**src/rtl/dvi_tmds_pkg.sv**
```systemverilog
// TMDS constants shared by the DVI receive decoder and transmit encoder:
// control-token codes, alignment FSM state encoding, token helpers.
package dvi_tmds_pkg;

  localparam logic [9:0] CTRL_TOK_00 = 10'b1101010100;
  localparam logic [9:0] CTRL_TOK_01 = 10'b0010101011;
  localparam logic [9:0] CTRL_TOK_10 = 10'b0101010100;
  localparam logic [9:0] CTRL_TOK_11 = 10'b1010101011;

  typedef enum logic [1:0] {
    ST_HUNT   = 2'd0,
    ST_SLIP   = 2'd1,
    ST_WAIT   = 2'd2,
    ST_LOCKED = 2'd3
  } align_state_t;

  function automatic logic [9:0] ctrl_token(input logic [1:0] c);
    logic [9:0] tok;
    case (c)
      2'b00:   tok = CTRL_TOK_00;
      2'b01:   tok = CTRL_TOK_01;
      2'b10:   tok = CTRL_TOK_10;
      default: tok = CTRL_TOK_11;
    endcase
    return tok;
  endfunction

  function automatic logic is_ctrl_token(input logic [9:0] ch);
    return (ch == CTRL_TOK_00) || (ch == CTRL_TOK_01) ||
           (ch == CTRL_TOK_10) || (ch == CTRL_TOK_11);
  endfunction

endpackage

```
**src/rtl/dvi_rx_align.sv**
```systemverilog
// Character alignment FSM: counts consecutive control tokens to declare lock,
// requests a one-bit word slip when no qualifying run appears within the search window.
module dvi_rx_align #(
  parameter int LOCK_COUNT = 32,
  parameter int SEARCH_LEN = 2048,
  parameter int SLIP_WAIT  = 4
) (
  input  logic clk,
  input  logic reset_n,
  input  logic tok,
  output logic bitslip,
  output logic locked
);
  import dvi_tmds_pkg::*;

  // Run counter must hold LOCK_COUNT itself while saturated.
  localparam int RUN_W  = $clog2(LOCK_COUNT + 1);
  localparam int TMR_W  = (SEARCH_LEN > 2) ? $clog2(SEARCH_LEN) : 1;
  localparam int WAIT_W = (SLIP_WAIT > 2) ? $clog2(SLIP_WAIT) : 1;

  localparam logic [RUN_W-1:0]  RUN_MAX  = RUN_W'(LOCK_COUNT);
  localparam logic [TMR_W-1:0]  TMR_MAX  = TMR_W'(SEARCH_LEN - 1);
  localparam logic [WAIT_W-1:0] WAIT_MAX = WAIT_W'(SLIP_WAIT - 1);

  align_state_t      state;
  logic [RUN_W-1:0]  run;
  logic [RUN_W-1:0]  run_nxt;
  logic [TMR_W-1:0]  tmr;
  logic [WAIT_W-1:0] wcnt;
  logic              hit;

  // Token type changes keep the run going; SLIP/WAIT hold it at zero.
  always_comb begin
    run_nxt = '0;
    if ((state == ST_HUNT || state == ST_LOCKED) && tok)
      run_nxt = (run == RUN_MAX) ? run : run + 1'b1;
  end

  assign hit = (run_nxt == RUN_MAX);

  always_ff @(posedge clk or negedge reset_n) begin
    if (!reset_n) begin
      state   <= ST_HUNT;
      run     <= '0;
      tmr     <= '0;
      wcnt    <= '0;
      bitslip <= 1'b0;
      locked  <= 1'b0;
    end else begin
      run     <= run_nxt;
      bitslip <= 1'b0;
      case (state)
        ST_HUNT: begin
          // A completed run beats a simultaneous timer expiry.
          if (hit) begin
            state  <= ST_LOCKED;
            tmr    <= '0;
            locked <= 1'b1;
          end else if (tmr == TMR_MAX) begin
            state   <= ST_SLIP;
            tmr     <= '0;
            bitslip <= 1'b1;
          end else begin
            tmr <= tmr + 1'b1;
          end
        end
        ST_SLIP: begin
          state <= ST_WAIT;
          wcnt  <= '0;
        end
        ST_WAIT: begin
          if (wcnt == WAIT_MAX) begin
            state <= ST_HUNT;
            tmr   <= '0;
          end else begin
            wcnt <= wcnt + 1'b1;
          end
        end
        ST_LOCKED: begin
          if (hit) begin
            tmr <= '0;
          end else if (tmr == TMR_MAX) begin
            state  <= ST_HUNT;
            tmr    <= '0;
            locked <= 1'b0;
          end else begin
            tmr <= tmr + 1'b1;
          end
        end
        default: begin
          state  <= ST_HUNT;
          tmr    <= '0;
          locked <= 1'b0;
        end
      endcase
    end
  end

endmodule

```
**src/rtl/dvi_rx_decode.sv**
```systemverilog
// DVI TMDS receive channel: registered 10b->8b / control-token decode (latency 1)
// plus word-alignment control via dvi_rx_align.
module dvi_rx_decode #(
  parameter int LOCK_COUNT = 32,
  parameter int SEARCH_LEN = 2048,
  parameter int SLIP_WAIT  = 4
) (
  input  logic       clk,
  input  logic       reset_n,
  input  logic [9:0] in_d,
  output logic       out_de,
  output logic [7:0] out_d,
  output logic       out_c0,
  output logic       out_c1,
  output logic       out_bitslip,
  output logic       out_locked
);
  import dvi_tmds_pkg::*;

  logic       tok;
  logic [1:0] ctl;
  logic [7:0] d_inv;
  logic [7:0] d_dec;

  assign tok = is_ctrl_token(in_d);

  always_comb begin
    ctl = 2'b00;
    case (in_d)
      CTRL_TOK_01: ctl = 2'b01;
      CTRL_TOK_10: ctl = 2'b10;
      CTRL_TOK_11: ctl = 2'b11;
      default:     ctl = 2'b00;
    endcase
  end

  // Undo the optional inversion, then the XOR/XNOR transition chain selected by bit 8.
  always_comb begin
    d_inv    = in_d[9] ? ~in_d[7:0] : in_d[7:0];
    d_dec    = '0;
    d_dec[0] = d_inv[0];
    for (int i = 1; i < 8; i++)
      d_dec[i] = in_d[8] ? (d_inv[i] ^ d_inv[i-1]) : ~(d_inv[i] ^ d_inv[i-1]);
  end

  always_ff @(posedge clk or negedge reset_n) begin
    if (!reset_n) begin
      out_de <= 1'b0;
      out_d  <= '0;
      out_c0 <= 1'b0;
      out_c1 <= 1'b0;
    end else if (tok) begin
      out_de <= 1'b0;
      out_d  <= '0;
      out_c0 <= ctl[0];
      out_c1 <= ctl[1];
    end else begin
      out_de <= 1'b1;
      out_d  <= d_dec;
    end
  end

  dvi_rx_align #(
    .LOCK_COUNT(LOCK_COUNT),
    .SEARCH_LEN(SEARCH_LEN),
    .SLIP_WAIT (SLIP_WAIT)
  ) u_align (
    .clk    (clk),
    .reset_n(reset_n),
    .tok    (tok),
    .bitslip(out_bitslip),
    .locked (out_locked)
  );

endmodule

```
**config.mk**
```make
export PLATFORM = sky130hd
export DESIGN_NAME = dvi_rx_decode
export DESIGN_NICKNAME = d
export VERILOG_FILES = /design/src/rtl/dvi_tmds_pkg.sv /design/src/rtl/dvi_rx_align.sv /design/src/rtl/dvi_rx_decode.sv
export SDC_FILE = /design/constraint.sdc
export NUM_CORES = 1
export LEC_CHECK = 0
export BUFFER_PORTS_ARGS = -buffer_cell sky130_fd_sc_hd__buf_2
export CAP_MARGIN = 20
export CORE_MARGIN = 2
export CORE_UTILIZATION = 45
export CTS_CLUSTER_DIAMETER = 100
export DETAILED_ROUTE_END_ITERATION = 6
export GPL_ROUTABILITY_DRIVEN = 0
export REMOVE_ABC_BUFFERS = 1
export SLEW_MARGIN = 0
export SYNTH_ARGS = -nofsm -noshare
export SYNTH_HDL_FRONTEND = slang
export SYNTH_HIERARCHICAL = 1
export SYNTH_SLANG_ARGS = --single-unit
export TNS_END_PERCENT = 10
```
**constraint.sdc**
```tcl
create_clock -name clk -period 2.9 [get_ports clk]
set_clock_uncertainty 0.1 [all_clocks]
set_input_delay 0.145 -clock clk [delete_from_list [all_inputs] [get_ports clk]]
set_output_delay 0.145 -clock clk [all_outputs]
set_load 0.01 [all_outputs]
```
==> impl_metrics.py, run 1 <==
metrics = {
    "drt": {
        "drtPass1Iterations": 4,
        "vias": 1489,
        "remaining_drc_errors": 0,
        "drtAntennaViolNets": 0,
        "drtIter0Drc": 49,
        "wl_um": 3970,
        "wl_per_cell_um": 14.4,
        "via_per_inst": 5.39,
    },
    "clocking": {
        "cts_setup_buffers": 0,
        "root_buffer": "clkbuf_8",
        "numCtsBuffers": 5,
        "clk_pin_slew_ns": 0.07,
        "cts_tree": "yes",
        "worstSkewPairLatency_ns": 0.28,
        "clock_path_buffers": 2,
        "cts-htree-levels": 2,
        "clock_sinks": 34,
    },
    "synthesis": {
        "syn_inst": 189,
        "yosysWarnings": 6,
        "synth_edf_count": 0,
        "ys_top_cells_by_area": "dfrtp_1 43%, ha_1 9.5%, xnor2_1 5.7%, nor3_1 2.5%, inv_1 2.5%",
        "synth_seq_area_share": 0.429,
        "yosys.area.top_type": "dfrtp_1",
        "ys_ff_latch": 34,
        "synth_common_cells": "34 x dfrtp_1, 15 x ha_1, 13 x inv_1, 13 x xnor2_1, 12 x nor2_1",
        "ys_types": 48,
        "synth_top_area_share": 0.429,
        "syn_area_um2": 1980,
        "syn-mean-instance-area_um2": 10.5,
        "synth-main-ff-cell": "dfrtp_1",
        "yosysMostFrequentCell": "dfrtp_1",
        "synth_async_sr_flop_share": 1.00,
    },
    "placement": {
        "dp_slack_ns": 0.128,
        "place_area_um2": 2180,
        "dpl.hpwl_um": 2960,
        "io_buffers": 24,
    },
    "grt": {
        "grt_pass1_vias": 1486,
        "grt_usage": 0.175,
        "antenna_found_initial": 0,
        "grt_pass1_wl_um": 6800,
        "grt-ovfl-total": 0,
        "grt_max_degree": 35,
    },
    "timing": {
        "setup_tns_ns": 0,
        "worst_slack_ns": 0.350,
        "maxSlewHeadroom": 0.485,
        "drv_slew": 0,
        "holdWs_ns": 0.0651,
        "setup_viol": 0,
        "max_freq_ghz": 0.392,
        "rsz0062_at_grt": "no",
        "finalHoldViolCount": 0,
        "tightest_slew_ns": 0.772,
        "finalCritPeriodShare": 0.879,
        "finalCriticalPeriod_ns": 2.55,
    },
    "final_layout": {
        "area_delta_synth_final_pct": 15.3,
        "final_cell_area_um2": 2290,
        "multi_input_area_um2": 1070,
        "final_core_util": 0.533,
        "diodes": 0,
        "regArea_um2": 851,
        "n_fill_cell": 398,
        "nNetsFinal": 251,
        "drive_gt1_frac": 0.250,
    },
    "floorplanning": {
        "die-area_um2": 4960,
        "io_pins": 25,
        "coreArea_um2": 4290,
        "die_y_um": 70.4,
        "die_w_um": 70.4,
        "core.rowCount": 24,
        "initial_utilization": 0.462,
    },
    "worst_setup_path": {
        "worstReg2RegStart": "u_align/state[0]$_DFFE_PN0P_",
        "crit_path_start_kind": "flip-flop",
        "required_ns": 3.01,
        "path_max_fanout": 10,
        "cp-endpoint": "u_align/tmr[4]$_DFFE_PN0P_",
        "cp_slowest_cell": "a2111oi_4",
        "crit_start": "u_align/state[0]$_DFFE_PN0P_",
        "r2r_setup_slack_ns": 0.35,
        "worst_r2r_endpoint": "u_align/tmr[4]$_DFFE_PN0P_",
        "crit_top_cell": "or2b_1",
        "rr_worst_depth": 8,
        "crit_chain": "inv_1, ha_1, or2b_1, a211oi_4, a2111oi_4, buf_4, or2b_1, mux2i_1",
        "critical_path_arrival_ns": 2.66,
        "end_kind": "flip-flop",
        "slowest_delay_ns": 0.51,
        "path_class": "reg2reg",
    },
    "outcome": {
        "outcome": "finished, final reports clean",
    },
    "power": {
        "p_leak_nw": 1.05,
        "power_density_nw_per_um2": 724,
        "peakVddDrop_uv": 340,
    },
    "min_path": {
        "hold_class": "in2reg",
    },
    "job": {
        "maxCapViolCount": 0,
    },
}
==> what timing repair did <==
item,in CTS,in global routing
endpoints found under the hold margin,35,0
resized for setup,0,1
hold buffers,2,0
endpoints found under the setup margin,0,1
==> layout make-up <==
class	instances	area share
multi-input combinational	140	0.470
sequential	34	0.372
timing repair buffer	30	0.0744
clock buffer	5	0.0301
tap	52	0.0284
inverter	13	0.0213
clock inverter	2	0.00437
==> report_power, final <==
| group | leakage, nW | switching [mW] | total, mW | internal [mW] |
|---|---|---|---|---|
| logic | 0.575 | 0.373 | 0.685 | 0.312 |
| clock network | 0.0438 | 0.166 | 0.327 | 0.161 |
| registers | 0.434 | 0.0771 | 0.645 | 0.568 |
==> cells in the final DEF, fill, tap and decap left out, types with 5 or more instances in the layout <==
master and instances:
o21ai_0 5, nand2b_1 5, buf_2 24, a21oi_2 5
inv_1 13, ha_1 15, clkbuf_8 5, nor2_1 12
xnor2_1 13, nand2_1 10, nand3_1 5, nor3_1 10
dfrtp_1 34, a21oi_1 6
==> critical path, delay by kind of cell (launching register included) <==
| kind | cells | cell delay [ns] |
|---|---|---|
| adders and majority gates | 1 | 0.37 |
| DFF | 1 | 0.40 |
| muxes | 1 | 0.11 |
| buffers and inverters | 2 | 0.37 |
| and+or+nand+nor | 2 | 0.53 |
| AOI/OAI and AO/OA | 2 | 0.59 |
==> state kept, by name, summed over array words and instances, names as in the netlist <==
signal and count:
u_align/bitslip 1, out_c1 1, u_align/locked 1, u_align/wcnt 2, u_align/run 6, u_align/state 2
u_align/tmr 11, out_d 8, out_de 1, out_c0 1
==> per-stage QoR <==
step                      instances  power (mW)
after floorplan                 187        1.13
after global placement          267        1.29
after detailed placement        267        1.32
after CTS                       276        1.66
after global routing            276        1.79
final                           276        1.66
==> cells by family after synthesis <==
family / synth area share
buffers and inverters: 0.0359
AND/OR/NAND/NOR: 0.178
multiplexers: 0.0391
adder cells (fa/ha/maj): 0.0946
AO/OA/AOI/OAI: 0.153
XOR/XNOR: 0.0706
flip-flops: 0.429
==> worst min path at each step <==
stage | from | to | cells past startpoint
after floorplan | reset_n | out_c0$_DFFE_PN0P_ | 0
after global placement | reset_n | u_align/run[2]$_DFF_PN0_ | 1
after detailed placement | reset_n | u_align/run[0]$_DFF_PN0_ | 1
after CTS | in_d[3] | out_d[4]$_DFF_PN0_ | 3
after global routing | in_d[3] | out_d[4]$_DFF_PN0_ | 3
final | in_d[3] | out_d[4]$_DFF_PN0_ | 3
==> routing by layer <==
| layer | vias to the layer above | share of wire | track usage |
|---|---|---|---|
| met4 | 0 | 0.014 | 0.0577 |
| li1 | 736 | - | - |
| met1 | 722 | 0.46 | 0.228 |
| met2 | 25 | 0.49 | 0.286 |
| met3 | 6 | 0.035 | 0.0390 |
| met5 | - | 0 | 0 |
Power figures use the tool's default switching activity.
==> inputs of run 2 (changes only) <==
Settings changed: RECOVER_POWER set to 100, SETUP_SLACK_MARGIN set to 0.5, SKIP_LAST_GASP set to 1.
==> impl_metrics.py, run 2 (synthesis gave the netlist of run 1 again) <==
metrics = {
    "outcome": {
        "outcome": "finished, violations left",
        "violations": "max-capacitance violations, max-slew violations",
    },
    "worst_setup_path": {
        "cp.depth": 9,
        "cpLargestDelayFamily": "compound AO/OA/AOI/OAI gates",
        "slowest_delay_ns": 0.54,
        "worstReg2RegStart": "u_align/state[0]$_DFFE_PN0P_",
        "end_kind": "flip-flop",
        "crit_path_start_kind": "flip-flop",
        "critPathBufInv": 3,
        "crit_top_cell": "clkbuf_1",
        "cp_slowest_cell": "a2111oi_2",
        "required_ns": 3.00,
        "path_max_fanout": 5,
        "critical_path_arrival_ns": 2.60,
        "r2r_setup_slack_ns": 0.40,
        "worst_r2r_endpoint": "u_align/tmr[7]$_DFFE_PN0P_",
        "rr_worst_depth": 9,
        "crit_start": "u_align/state[0]$_DFFE_PN0P_",
        "crit_chain": "inv_1, ha_4, or2b_1, a211oi_4, clkbuf_1, a2111oi_2, clkbuf_1, nand2b_1, a31oi_1",
        "path_class": "reg2reg",
        "cp-endpoint": "u_align/tmr[7]$_DFFE_PN0P_",
    },
    "final_layout": {
        "nNetsFinal": 260,
        "area_delta_synth_final_pct": 18.2,
        "largestRegisters": "u_align/tmr (11), out_d (8), u_align/run (6)",
        "diodes": 0,
        "final_cell_mix": "33 x dfrtp_1, 19 x clkbuf_1, 13 x nor2_1, 13 x xnor2_1, 13 x ha_1",
        "final_core_util": 0.546,
        "drive_gt1_frac": 0.219,
        "instances_no_fill": 285,
        "regMostFlops": "u_align/tmr",
        "final_cell_area_um2": 2350,
        "layout_commonest_cell": "dfrtp_1",
        "largest_reg_flops": 11,
    },
    "drt": {
        "wl_um": 4170,
        "vias": 1538,
        "drtPass1Iterations": 4,
        "remaining_drc_errors": 0,
        "drtAntennaViolNets": 0,
        "drtIter0Drc": 72,
        "wl_per_cell_um": 14.6,
        "via_per_inst": 5.40,
    },
    "grt": {
        "grt_max_degree": 35,
        "grt_pass1_wl_um": 6900,
        "antenna_found_initial": 0,
        "grt_pass1_vias": 1519,
        "grt-ovfl-total": 0,
        "grt_usage": 0.177,
    },
    "timing": {
        "tightest_slew_ns": 1.86,
        "rsz0062_at_grt": "yes",
        "finalCriticalPeriod_ns": 2.50,
        "holdWs_ns": 0.0632,
        "drv_slew": 35,
        "max_freq_ghz": 0.400,
        "finalCritPeriodShare": 0.863,
        "setup_tns_ns": 0,
        "worst_slack_ns": 0.398,
        "setup_viol": 0,
        "finalHoldViolCount": 0,
        "maxSlewHeadroom": -0.239,
    },
    "job": {
        "maxCapViolCount": 1,
    },
    "clocking": {
        "clock_sinks": 34,
        "cts-htree-levels": 2,
        "worstSkewPairLatency_ns": 0.28,
        "cts_tree": "yes",
        "clock_path_buffers": 2,
        "clk_pin_slew_ns": 0.07,
        "numCtsBuffers": 5,
        "root_buffer": "clkbuf_8",
    },
    "power": {
        "power_density_nw_per_um2": 739,
        "peakVddDrop_uv": 386,
        "p_leak_nw": 1.04,
        "power.total_mw": 1.73,
    },
    "placement": {
        "dp_slack_ns": 0.128,
        "io_buffers": 24,
        "dpl.hpwl_um": 2960,
        "place_area_um2": 2180,
        "dp_cells": 267,
    },
    "floorplanning": {
        "core.rowCount": 24,
        "die_y_um": 70.4,
        "die_w_um": 70.4,
        "coreArea_um2": 4290,
        "die-area_um2": 4960,
        "io_pins": 25,
        "initial_utilization": 0.462,
    },
    "min_path": {
        "hold_class": "in2reg",
    },
}
[run 2: changes by cell type in the layout (fill, tap and decap cells not counted), moves of 2 or more]
cell / delta
buf_2: -15
clkbuf_1: +19
buf_4: +4
inv_2: +2
ha_1: -2
inv_1: -2
ha_4: +2
[run 2: tightest hold or removal path, cell delays in order]
cell	delay, ns
buf_2	0.11
xnor2_1	0.12
nor3_1	0.04
[run 2: how the worst min path moves through the flow]
stage             from                        to  slack [ns]  cells after the start
6_report       in_d[3]        out_d[4]$_DFF_PN0_        0.06                      3
5_1_grt        in_d[3]        out_d[4]$_DFF_PN0_        0.07                      3
4_1_cts        in_d[3]        out_d[4]$_DFF_PN0_        0.05                      3
3_5_place_dp   reset_n  u_align/run[0]$_DFF_PN0_        0.16                      1
3_3_place_gp   reset_n  u_align/run[2]$_DFF_PN0_        0.15                      1
2_1_floorplan  reset_n        out_c0$_DFFE_PN0P_       -0.25                      0
[run 2: layout make-up]
type | instances | area [um2]
Inverter | 13 | 48.8
Clock inverter | 2 | 10.0
Timing Repair Buffer | 39 | 208
Clock buffer | 5 | 68.8
Tap cell | 52 | 65.1
Fill cell | 405 | 1950
Sequential cell | 34 | 852
Multi-Input combinational cell | 140 | 1090
[run 2: what timing repair did]
action,CTS,global route
endpoints found under the hold margin,35,0
setup buffers,2,6
endpoints found under the setup margin,7,9
hold buffers,2,0
resized for setup,3,11
pin swaps,2,5
cloned,0,1
[run 2: layer usage]
metal / track usage / wire [um] / vias up
met5: 0 / 0 / -
met4: 0.0577 / 55 / 0
met3: 0.0390 / 133 / 6
met2: 0.296 / 2040 / 27
met1: 0.226 / 1940 / 750
li1: - / - / 755
[run 2: power breakdown]
| group | total [mW] | leakage [nW] | internal [mW] | switching, mW |
|---|---|---|---|---|
| combinational | 0.760 | 0.566 | 0.354 | 0.405 |
| clock | 0.327 | 0.0438 | 0.161 | 0.166 |
| sequential | 0.647 | 0.433 | 0.568 | 0.0791 |
==> inputs of run 3 (changes only) <==
Settings changed: RECOVER_POWER 100 to unset.
==> impl_metrics.py, run 3 (synthesis gave the netlist of run 1 again) <==
metrics = {
    "worst_setup_path": {
        "end_kind": "flip-flop",
        "crit_path_start_kind": "primary input",
        "path_class": "in2reg",
        "path_max_fanout": 5,
        "critical_path_arrival_ns": 2.41,
        "required_ns": 2.97,
    },
    "clocking": {
        "cts-htree-levels": 2,
        "clock_sinks": 34,
        "root_buffer": "clkbuf_8",
        "numCtsBuffers": 5,
        "clock_path_buffers": 2,
        "clk_pin_slew_ns": 0.07,
        "cts_tree": "yes",
        "worstSkewPairLatency_ns": 0.28,
    },
    "timing": {
        "maxSlewHeadroom": 0.482,
        "holdWs_ns": 0.0645,
        "finalCriticalPeriod_ns": 2.34,
        "max_freq_ghz": 0.427,
        "drv_slew": 0,
        "worst_slack_ns": 0.557,
        "finalCritPeriodShare": 0.808,
        "rsz0062_at_grt": "yes",
        "tightest_slew_ns": 0.777,
        "setup_viol": 0,
        "setup_tns_ns": 0,
        "finalHoldViolCount": 0,
    },
    "floorplanning": {
        "core.rowCount": 24,
        "io_pins": 25,
        "die_w_um": 70.4,
        "initial_utilization": 0.462,
        "die-area_um2": 4960,
        "coreArea_um2": 4290,
        "die_y_um": 70.4,
    },
    "final_layout": {
        "nNetsFinal": 260,
        "drive_gt1_frac": 0.322,
        "regMostFlops": "u_align/tmr",
        "final_cell_area_um2": 2410,
        "layout_commonest_cell": "dfrtp_1",
        "diodes": 0,
        "final_cell_mix": "33 x dfrtp_1, 25 x buf_2, 13 x xnor2_1, 13 x ha_1, 12 x nor2_1",
        "area_delta_synth_final_pct": 21.4,
        "largest_reg_flops": 11,
        "largestRegisters": "u_align/tmr (11), out_d (8), u_align/run (6)",
        "n_fill_cell": 390,
    },
    "drt": {
        "drtIter0Drc": 59,
        "vias": 1532,
        "drtAntennaViolNets": 0,
        "remaining_drc_errors": 0,
        "wl_um": 4180,
        "drtPass1Iterations": 4,
        "via_per_inst": 5.38,
        "wl_per_cell_um": 14.7,
    },
    "grt": {
        "antenna_found_initial": 0,
        "grt_usage": 0.177,
        "grt_pass1_vias": 1519,
        "grt-ovfl-total": 0,
        "grt_pass1_wl_um": 6900,
        "grt_max_degree": 35,
    },
    "min_path": {
        "hold_class": "in2reg",
    },
    "placement": {
        "place_area_um2": 2180,
        "io_buffers": 24,
        "dp_slack_ns": 0.128,
        "dpl.hpwl_um": 2960,
    },
    "outcome": {
        "outcome": "finished, final reports clean",
    },
    "job": {
        "maxCapViolCount": 0,
    },
    "power": {
        "p_leak_nw": 1.11,
        "peakVddDrop_uv": 391,
        "power_density_nw_per_um2": 734,
    },
}
==> run 3: cell types whose count changed in the layout (fill, tap and decap cells not counted), sizes merged <==
cell	delta
buf	+19
clkbuf	-19
==> run 3: power breakdown <==
part / switching, mW / internal [mW] / leakage [nW]
Clock: 0.165 / 0.161 / 0.0438
Combinational: 0.412 / 0.384 / 0.632
Sequential: 0.0781 / 0.568 / 0.433
==> run 3: through the flow <==
step	utilization	instances	power, mW
finish	0.561	285	1.77
global placement	0.507	267	1.29
detailed placement	0.507	267	1.32
floorplan	-	187	1.13
CTS	0.538	278	1.69
global route	0.561	285	1.90
==> run 3: worst max-delay path, stage by stage <==
cell,delay [ns]
buf_2,0.12
inv_1,0.05
ha_1,0.14
nand2_1,0.11
or4_4,0.51
o21ai_0,0.09
or2b_4,0.31
a211oi_4,0.24
buf_4,0.18
a2111oi_4,0.08
buf_2,0.19
mux2_2,0.26
==> run 3: area by class of cell <==
class                           count  area, um2  area share
Tap cell                           52       65.1      0.0270
Inverter                           13       48.8      0.0203
Multi-Input combinational cell    140       1120       0.467
Clock inverter                      2       10.0     0.00416
Clock buffer                        5       68.8      0.0286
Timing Repair Buffer               39        239      0.0992
Sequential cell                    34        852       0.354
==> run 3: worst paths after layout <==
check                                        endpoint                  startpoint  cells after the start  slack (ns)
max                        u_align/tmr[0]$_DFFE_PN0P_                     in_d[2]                     12        0.56
min                                out_d[4]$_DFF_PN0_                     in_d[3]                      3        0.06
max reg2reg                u_align/tmr[0]$_DFFE_PN0P_    u_align/run[0]$_DFF_PN0_                      8        0.57
min reg2reg                u_align/tmr[4]$_DFFE_PN0P_  u_align/tmr[4]$_DFFE_PN0P_                      1        0.40
max in group asynchronous    u_align/run[1]$_DFF_PN0_                     reset_n                      2        1.79
min in group asynchronous    u_align/run[0]$_DFF_PN0_                     reset_n                      2        0.37
==> run 3: repair_timing <==
item                                    4_1_cts  5_1_grt
pin swaps                                     2        5
endpoints found under the hold margin        35        0
cloned                                        0        1
gates resized for setup                       3       11
hold buffers                                  2        0
endpoints found under the setup margin        7        9
setup buffers                                 2        6
==> run 3: metal layers <==
layer  global-route usage  vias up  part of all wire
met2                0.296       28              0.49
li1                     -      756                 -
met1                0.226      742              0.46
met3               0.0390        6             0.037
met5                    0        -                 0
met4               0.0577        0             0.013
